**src/rtl/dp_segs_writer.sv**
```systemverilog
// ============================================================================
// dp_segs_writer
// ----------------------------------------------------------------------------
// Turns an AXI-Stream packet into the segment-write bus used by the header
// lookup stage. The first HDR_SEGS segments (the header) are always written:
// short packets are padded with zero segments, and long packets are cut off
// after SEG_NUM segments. Any beats past that point are accepted and dropped.
// After the last segment of every packet, s_axis_tready is held low for
// GAP_CYCLES cycles. This gives the downstream 4-phase bit-collection FSM
// time to finish.
//
// Optional build macro: DP_SEGS_WRITER_STATS_EN
//   defined   : o_trunc_cnt / o_pad_cnt count truncated / padded packets
//               (16-bit, saturating).
//   undefined : both counters are tied to zero.
//   Segment output and FSM timing are identical in both builds.
//
// Ports
//   axis_clk         in   clock
//   areset           in   asynchronous reset, active-high
//   s_axis_tdata     in   input beat
//   s_axis_tvalid    in   beat valid
//   s_axis_tlast     in   last beat of packet
//   s_axis_tready    out  beat accepted when tvalid & tready (registered)
//   o_dp_segs_tdata  out  segment data (0 when no segment)
//   o_dp_segs_valid  out  segment present this cycle
//   o_dp_segs_wea    out  segment write enable
//   o_dp_segs_addra  out  segment index (all-ones when no segment)
//   o_pkt_done       out  1-cycle pulse with the final segment of a packet
//   o_trunc_cnt      out  truncated-packet count
//   o_pad_cnt        out  padded-packet count
//
// FSM states
//   state  | meaning
//   IDLE   | waiting for the first beat of a packet
//   WRITE  | writing segments 1..SEG_NUM-1 from incoming beats
//   DRAIN  | segment limit reached; swallow beats until tlast
//   PAD    | emitting zero segments up to HDR_SEGS-1
//   GAP    | tready low for GAP_CYCLES cycles before the next packet
// ============================================================================
module dp_segs_writer #(
    parameter int C_AXIS_DATA_WIDTH = 256,
    parameter int SEG_ADDR          = 3,
    parameter int SEG_NUM           = 8,
    parameter int HDR_SEGS          = 4,
    parameter int GAP_CYCLES        = 4
) (
    input  logic                         axis_clk,
    input  logic                         areset,
    input  logic [C_AXIS_DATA_WIDTH-1:0] s_axis_tdata,
    input  logic                         s_axis_tvalid,
    input  logic                         s_axis_tlast,
    output logic                         s_axis_tready,
    output logic [C_AXIS_DATA_WIDTH-1:0] o_dp_segs_tdata,
    output logic                         o_dp_segs_valid,
    output logic                         o_dp_segs_wea,
    output logic [SEG_ADDR-1:0]          o_dp_segs_addra,
    output logic                         o_pkt_done,
    output logic [15:0]                  o_trunc_cnt,
    output logic [15:0]                  o_pad_cnt
);

    localparam logic [2:0] S_IDLE  = 3'd0;
    localparam logic [2:0] S_WRITE = 3'd1;
    localparam logic [2:0] S_DRAIN = 3'd2;
    localparam logic [2:0] S_PAD   = 3'd3;
    localparam logic [2:0] S_GAP   = 3'd4;

    // One extra bit so the segment counter can hold SEG_NUM itself.
    localparam int CNT_W = SEG_ADDR + 1;
    localparam int GAP_W = $clog2(GAP_CYCLES + 1);

    localparam logic [CNT_W-1:0] HDR_SEGS_C = CNT_W'(HDR_SEGS);
    localparam logic [CNT_W-1:0] HDR_LAST_C = CNT_W'(HDR_SEGS - 1);
    localparam logic [CNT_W-1:0] SEG_NUM_C  = CNT_W'(SEG_NUM);
    localparam logic [GAP_W-1:0] GAP_LOAD_C = GAP_W'(GAP_CYCLES);
    localparam logic [GAP_W-1:0] GAP_TC_C   = GAP_W'(1);

    logic [2:0]       state, state_nxt;
    logic [CNT_W-1:0] cnt, cnt_nxt;
    logic [GAP_W-1:0] gap_cnt, gap_nxt;

    logic [CNT_W-1:0] seg_idx, idx_inc;

    logic                         seg_valid_nxt;
    logic [C_AXIS_DATA_WIDTH-1:0] seg_data_nxt;
    logic [SEG_ADDR-1:0]          seg_addr_nxt;
    logic                         done_nxt;
    logic                         tready_nxt;

    logic accept;

    // tready is a register, so it is low for the first cycle after reset
    // even though the FSM is already in IDLE.
    assign accept = s_axis_tvalid & s_axis_tready;

    always_comb begin
        state_nxt     = state;
        cnt_nxt       = cnt;
        gap_nxt       = gap_cnt;
        seg_idx       = '0;
        idx_inc       = '0;
        seg_valid_nxt = 1'b0;
        seg_data_nxt  = '0;
        seg_addr_nxt  = '1;
        done_nxt      = 1'b0;

        case (state)
            S_IDLE, S_WRITE: begin
                if (accept) begin
                    // The first beat always lands at index 0, no matter what
                    // an aborted earlier packet left in cnt.
                    seg_idx       = (state == S_IDLE) ? '0 : cnt;
                    idx_inc       = seg_idx + 1'b1;
                    seg_valid_nxt = 1'b1;
                    seg_data_nxt  = s_axis_tdata;
                    seg_addr_nxt  = seg_idx[SEG_ADDR-1:0];
                    cnt_nxt       = idx_inc;
                    if (s_axis_tlast) begin
                        if (idx_inc < HDR_SEGS_C) begin
                            state_nxt = S_PAD;
                        end else begin
                            state_nxt = S_GAP;
                            done_nxt  = 1'b1;
                            gap_nxt   = GAP_LOAD_C;
                        end
                    end else if (idx_inc == SEG_NUM_C) begin
                        // The segment limit is reached and more beats follow,
                        // so this is the final written segment.
                        state_nxt = S_DRAIN;
                        done_nxt  = 1'b1;
                    end else begin
                        state_nxt = S_WRITE;
                    end
                end
            end

            S_DRAIN: begin
                if (accept && s_axis_tlast) begin
                    state_nxt = S_GAP;
                    gap_nxt   = GAP_LOAD_C;
                end
            end

            S_PAD: begin
                seg_valid_nxt = 1'b1;
                seg_addr_nxt  = cnt[SEG_ADDR-1:0];
                cnt_nxt       = cnt + 1'b1;
                if (cnt == HDR_LAST_C) begin
                    state_nxt = S_GAP;
                    done_nxt  = 1'b1;
                    gap_nxt   = GAP_LOAD_C;
                end
            end

            S_GAP: begin
                if (gap_cnt == GAP_TC_C) begin
                    state_nxt = S_IDLE;
                    gap_nxt   = '0;
                end else begin
                    gap_nxt = gap_cnt - 1'b1;
                end
            end

            default: begin
                state_nxt = S_IDLE;
            end
        endcase

        tready_nxt = (state_nxt == S_IDLE) || (state_nxt == S_WRITE) ||
                     (state_nxt == S_DRAIN);
    end

    always_ff @(posedge axis_clk or posedge areset) begin
        if (areset) begin
            state           <= S_IDLE;
            cnt             <= '0;
            gap_cnt         <= '0;
            s_axis_tready   <= 1'b0;
            o_dp_segs_tdata <= '0;
            o_dp_segs_valid <= 1'b0;
            o_dp_segs_wea   <= 1'b0;
            o_dp_segs_addra <= '1;
            o_pkt_done      <= 1'b0;
        end else begin
            state           <= state_nxt;
            cnt             <= cnt_nxt;
            gap_cnt         <= gap_nxt;
            s_axis_tready   <= tready_nxt;
            o_dp_segs_tdata <= seg_data_nxt;
            o_dp_segs_valid <= seg_valid_nxt;
            o_dp_segs_wea   <= seg_valid_nxt;
            o_dp_segs_addra <= seg_addr_nxt;
            o_pkt_done      <= done_nxt;
        end
    end

`ifdef DP_SEGS_WRITER_STATS_EN
    logic        trunc_evt;
    logic        pad_evt;
    logic [15:0] trunc_cnt_r;
    logic [15:0] pad_cnt_r;

    assign trunc_evt = (state == S_DRAIN) && (state_nxt == S_GAP);
    assign pad_evt   = (state != S_PAD) && (state_nxt == S_PAD);

    always_ff @(posedge axis_clk or posedge areset) begin
        if (areset) begin
            trunc_cnt_r <= 16'd0;
            pad_cnt_r   <= 16'd0;
        end else begin
            if (trunc_evt && (trunc_cnt_r != 16'hFFFF)) begin
                trunc_cnt_r <= trunc_cnt_r + 16'd1;
            end
            if (pad_evt && (pad_cnt_r != 16'hFFFF)) begin
                pad_cnt_r <= pad_cnt_r + 16'd1;
            end
        end
    end

    assign o_trunc_cnt = trunc_cnt_r;
    assign o_pad_cnt   = pad_cnt_r;
`else
    assign o_trunc_cnt = 16'd0;
    assign o_pad_cnt   = 16'd0;
`endif

endmodule

```
**config.mk**
```make
export PLATFORM = sky130hd
export DESIGN_NAME = dp_segs_writer
export DESIGN_NICKNAME = d
export VERILOG_FILES = /design/src/rtl/dp_segs_writer.sv
export SDC_FILE = /design/constraint.sdc
export NUM_CORES = 1
export LEC_CHECK = 0
export ABC_AREA = 1
export CORE_AREA = 4 4 213 215
export CTS_CLUSTER_DIAMETER = 200
export DETAILED_ROUTE_END_ITERATION = 8
export DIE_AREA = 0 0 217 219
export GPL_ROUTABILITY_DRIVEN = 0
export PLACE_DENSITY_LB_ADDON = 0.05
export REMOVE_ABC_BUFFERS = 1
export SYNTH_ARGS = -nofsm -noshare
export SYNTH_HDL_FRONTEND = slang
export SYNTH_SLANG_ARGS = --single-unit
```
**constraint.sdc**
```tcl
create_clock -name axis_clk -period 16.7 [get_ports axis_clk]
set_clock_uncertainty 0.1 [all_clocks]
set_input_delay 3.34 -clock axis_clk [delete_from_list [all_inputs] [get_ports axis_clk]]
set_output_delay 3.34 -clock axis_clk [all_outputs]
set_load 0.01 [all_outputs]
```
==> qor.csv <==
metric,value,unit
p_leak,7.65,nW
syn2layout_area_growth,69.5,%
setup_tns,0,ns
rows,77,
pre_cts_slack,10.47,ns
setup_ws,11.26,ns
synthArstFlopShare,100,%
avgSynthCellArea,10.1,µm²
power.density,143,mW/mm²
critPathSlowestCell,buf_4,
cts_resized,0,
fmax,184,MHz
status,finished clean,
critPathBufInv,3,
ir_worst_vdd,0.0000843,V
cts_tree,built,
synth_most_common_cell,nand2_1,
crit_family,buffers and inverters,
drive_above_1_share,5.78,%
htree_levels,2,
drc_errors,0,
clock_sinks,272,
grt_max_degree,181,
crit_top_cell,nand2_1,
grt_pass1_vias,8356,
ys_warn_count,0,
post_cts_buffers,0,
cts_max_path_buffers,3,
maxSlewHeadroom,22.8,%
fin_util,38.0,%
crit_required,17.06,ns
worstPathCellList,clkdlybuf4s50_1 > nand2_1 > inv_8 > buf_4 > nand2_1 > nor2_1,
clkLatencyLatePin,0.54,ns
grt_pass1_wl,57100,µm
fin_crit_sh,32.6,%
cts_root_buf,clkbuf_16,
ios,555,
ctsHoldBuffers,0,
synthDistinctLibCells,32,
grt_setup_unrepaired,no,
die_h,219,µm
yosys.area.top_type,dfrtp_1,
hold_path_class,flop to flop,
min_period,5.44,ns
wl_per_cell,19.0,µm
drt_iter0_drc,417,
overflow,0,
synth_common_cells,"nand2_1, dfrtp_1, nor2_1",
maxCapViolations,0,
viasPerCell,3.84,
path_class,input pin to flop,
routed_wl,39900,µm
r2r_start,state[1],
path_clk_slew,0.06,ns
netlist_instances,972,
fillers,4480,
dr.pass1.iters,4,
synth_edf_count,0,
initial_core_util,22.4,%
die_w,217,µm
coreArea,0.0437,mm²
hold_viol,0,
antenna_found_initial,8,
crit_path_end_kind,flop,
worstSetupStartpointType,input pin,
ys.flop_type,dfrtp_1,
nNetsFinal,1742,
crit_start,s_axis_tvalid,
worst_pin_slew,1.16,ns
port_buffers,522,
synth.top_cells.by_area,"dfrtp_1, nand2_1, nor2_1, buf_2, buf_4",
die_area,0.0475,mm²
final-setup-viol-count,0,
ys_seq_area_share,69.5,%
hpwlAfterDp,28000,µm
ys_seq_elements,272,
cts_buffers,36,
grt_usage,16.2,%
crit_arrival,5.79,ns
maxSlewViolCount,0,
drtAntennaViolNets,0,
syn-cell-area,0.00980,mm²
yosys.area.top_type_share,68.7,%
critical_path.max_fanout,180,
hold_start,gap_cnt[1],
slowest_delay,0.82,ns
vias,8078,
[per-stage QoR]
stage	cell area [µm²]	cells	hold WS, ns	power [mW]
floorplan	9390	913	0.355	1.19
global placement	15400	2032	0.368	1.64
detailed placement	15400	2032	0.373	1.64
CTS	16600	2096	0.383	2.44
global route	16600	2102	0.415	2.53
finish	16600	2102	0.378	2.38
[power breakdown]
group	switching [mW]	internal, mW
sequential	0.0443	0.790
clock	0.301	0.473
combinational	0.434	0.336
[cell usage in the layout (no fill, tap or decap), types with 3 or more instances in the layout]
cell type,count
clkbuf_16,37
clkbuf_8,8
clkbuf_1,8
nor2_1,263
nand2_1,275
o21ai_2,3
diode_2,6
conb_1,32
clkdlybuf4s50_1,522
nand2_2,7
ha_1,4
inv_1,17
clkinv_2,7
o22ai_1,3
a21oi_1,3
o21ai_0,4
nand3_1,6
dfstp_2,3
dfrtp_1,269
buf_4,5
[sequential cells by signal, summed over array words and instances (netlist names)]
name / flops
state: 3
o_dp_segs_wea: 1
gap_cnt: 3
s_axis_tready: 1
o_dp_segs_tdata: 256
cnt: 4
o_pkt_done: 1
o_dp_segs_addra: 3
[worst min-delay path: stages (launching register included)]
cell and delay, ns:
dfrtp_1 0.34, nand2_1 0.06, o21ai_2 0.05
[layout make-up]
class	instances	area (µm²)	area share [%]
inverters	21	93.8	0.565
well taps	592	741	4.46
multi-input cells	620	2510	15.1
repair buffers	527	5260	31.7
flip-flops and latches	272	6810	41.0
clock inverters	11	113	0.678
clock buffers	53	1070	6.42
diodes	6	15.0	0.0904
[routing by layer]
metal	vias to the layer above	routed length [µm]	track usage, %
met5	-	22	0
met4	4	1130	6.30
met3	60	3770	6.55
met2	322	20600	28.3
met1	3813	14400	17.7
li1	3879	-	-
[path summary, 6_finish.rpt]
check                                             to  slack [ns]  depth (start not counted)
worst max-delay path            o_dp_segs_tdata[199]       11.26                          6
worst min-delay path                      gap_cnt[1]        0.38                          2
worst max register to register                cnt[1]       13.85                          8
worst min register to register            gap_cnt[1]        0.38                          2
max in group asynchronous       o_dp_segs_tdata[238]       11.58                          3
min in group asynchronous       o_dp_segs_tdata[179]        3.34                          2
[logic make-up after synthesis]
| kind of cell | synth area share [%] |
|---|---|
| buffers and inverters | 6.22 |
| other | 0.0383 |
| DFF | 69.5 |
| AOI/OAI and AO/OA | 1.35 |
| adders and majority gates | 0.511 |
| xor gates and xnor gates | 0.179 |
| and+or+nand+nor | 22.2 |
(Power assumes the default switching activity.)
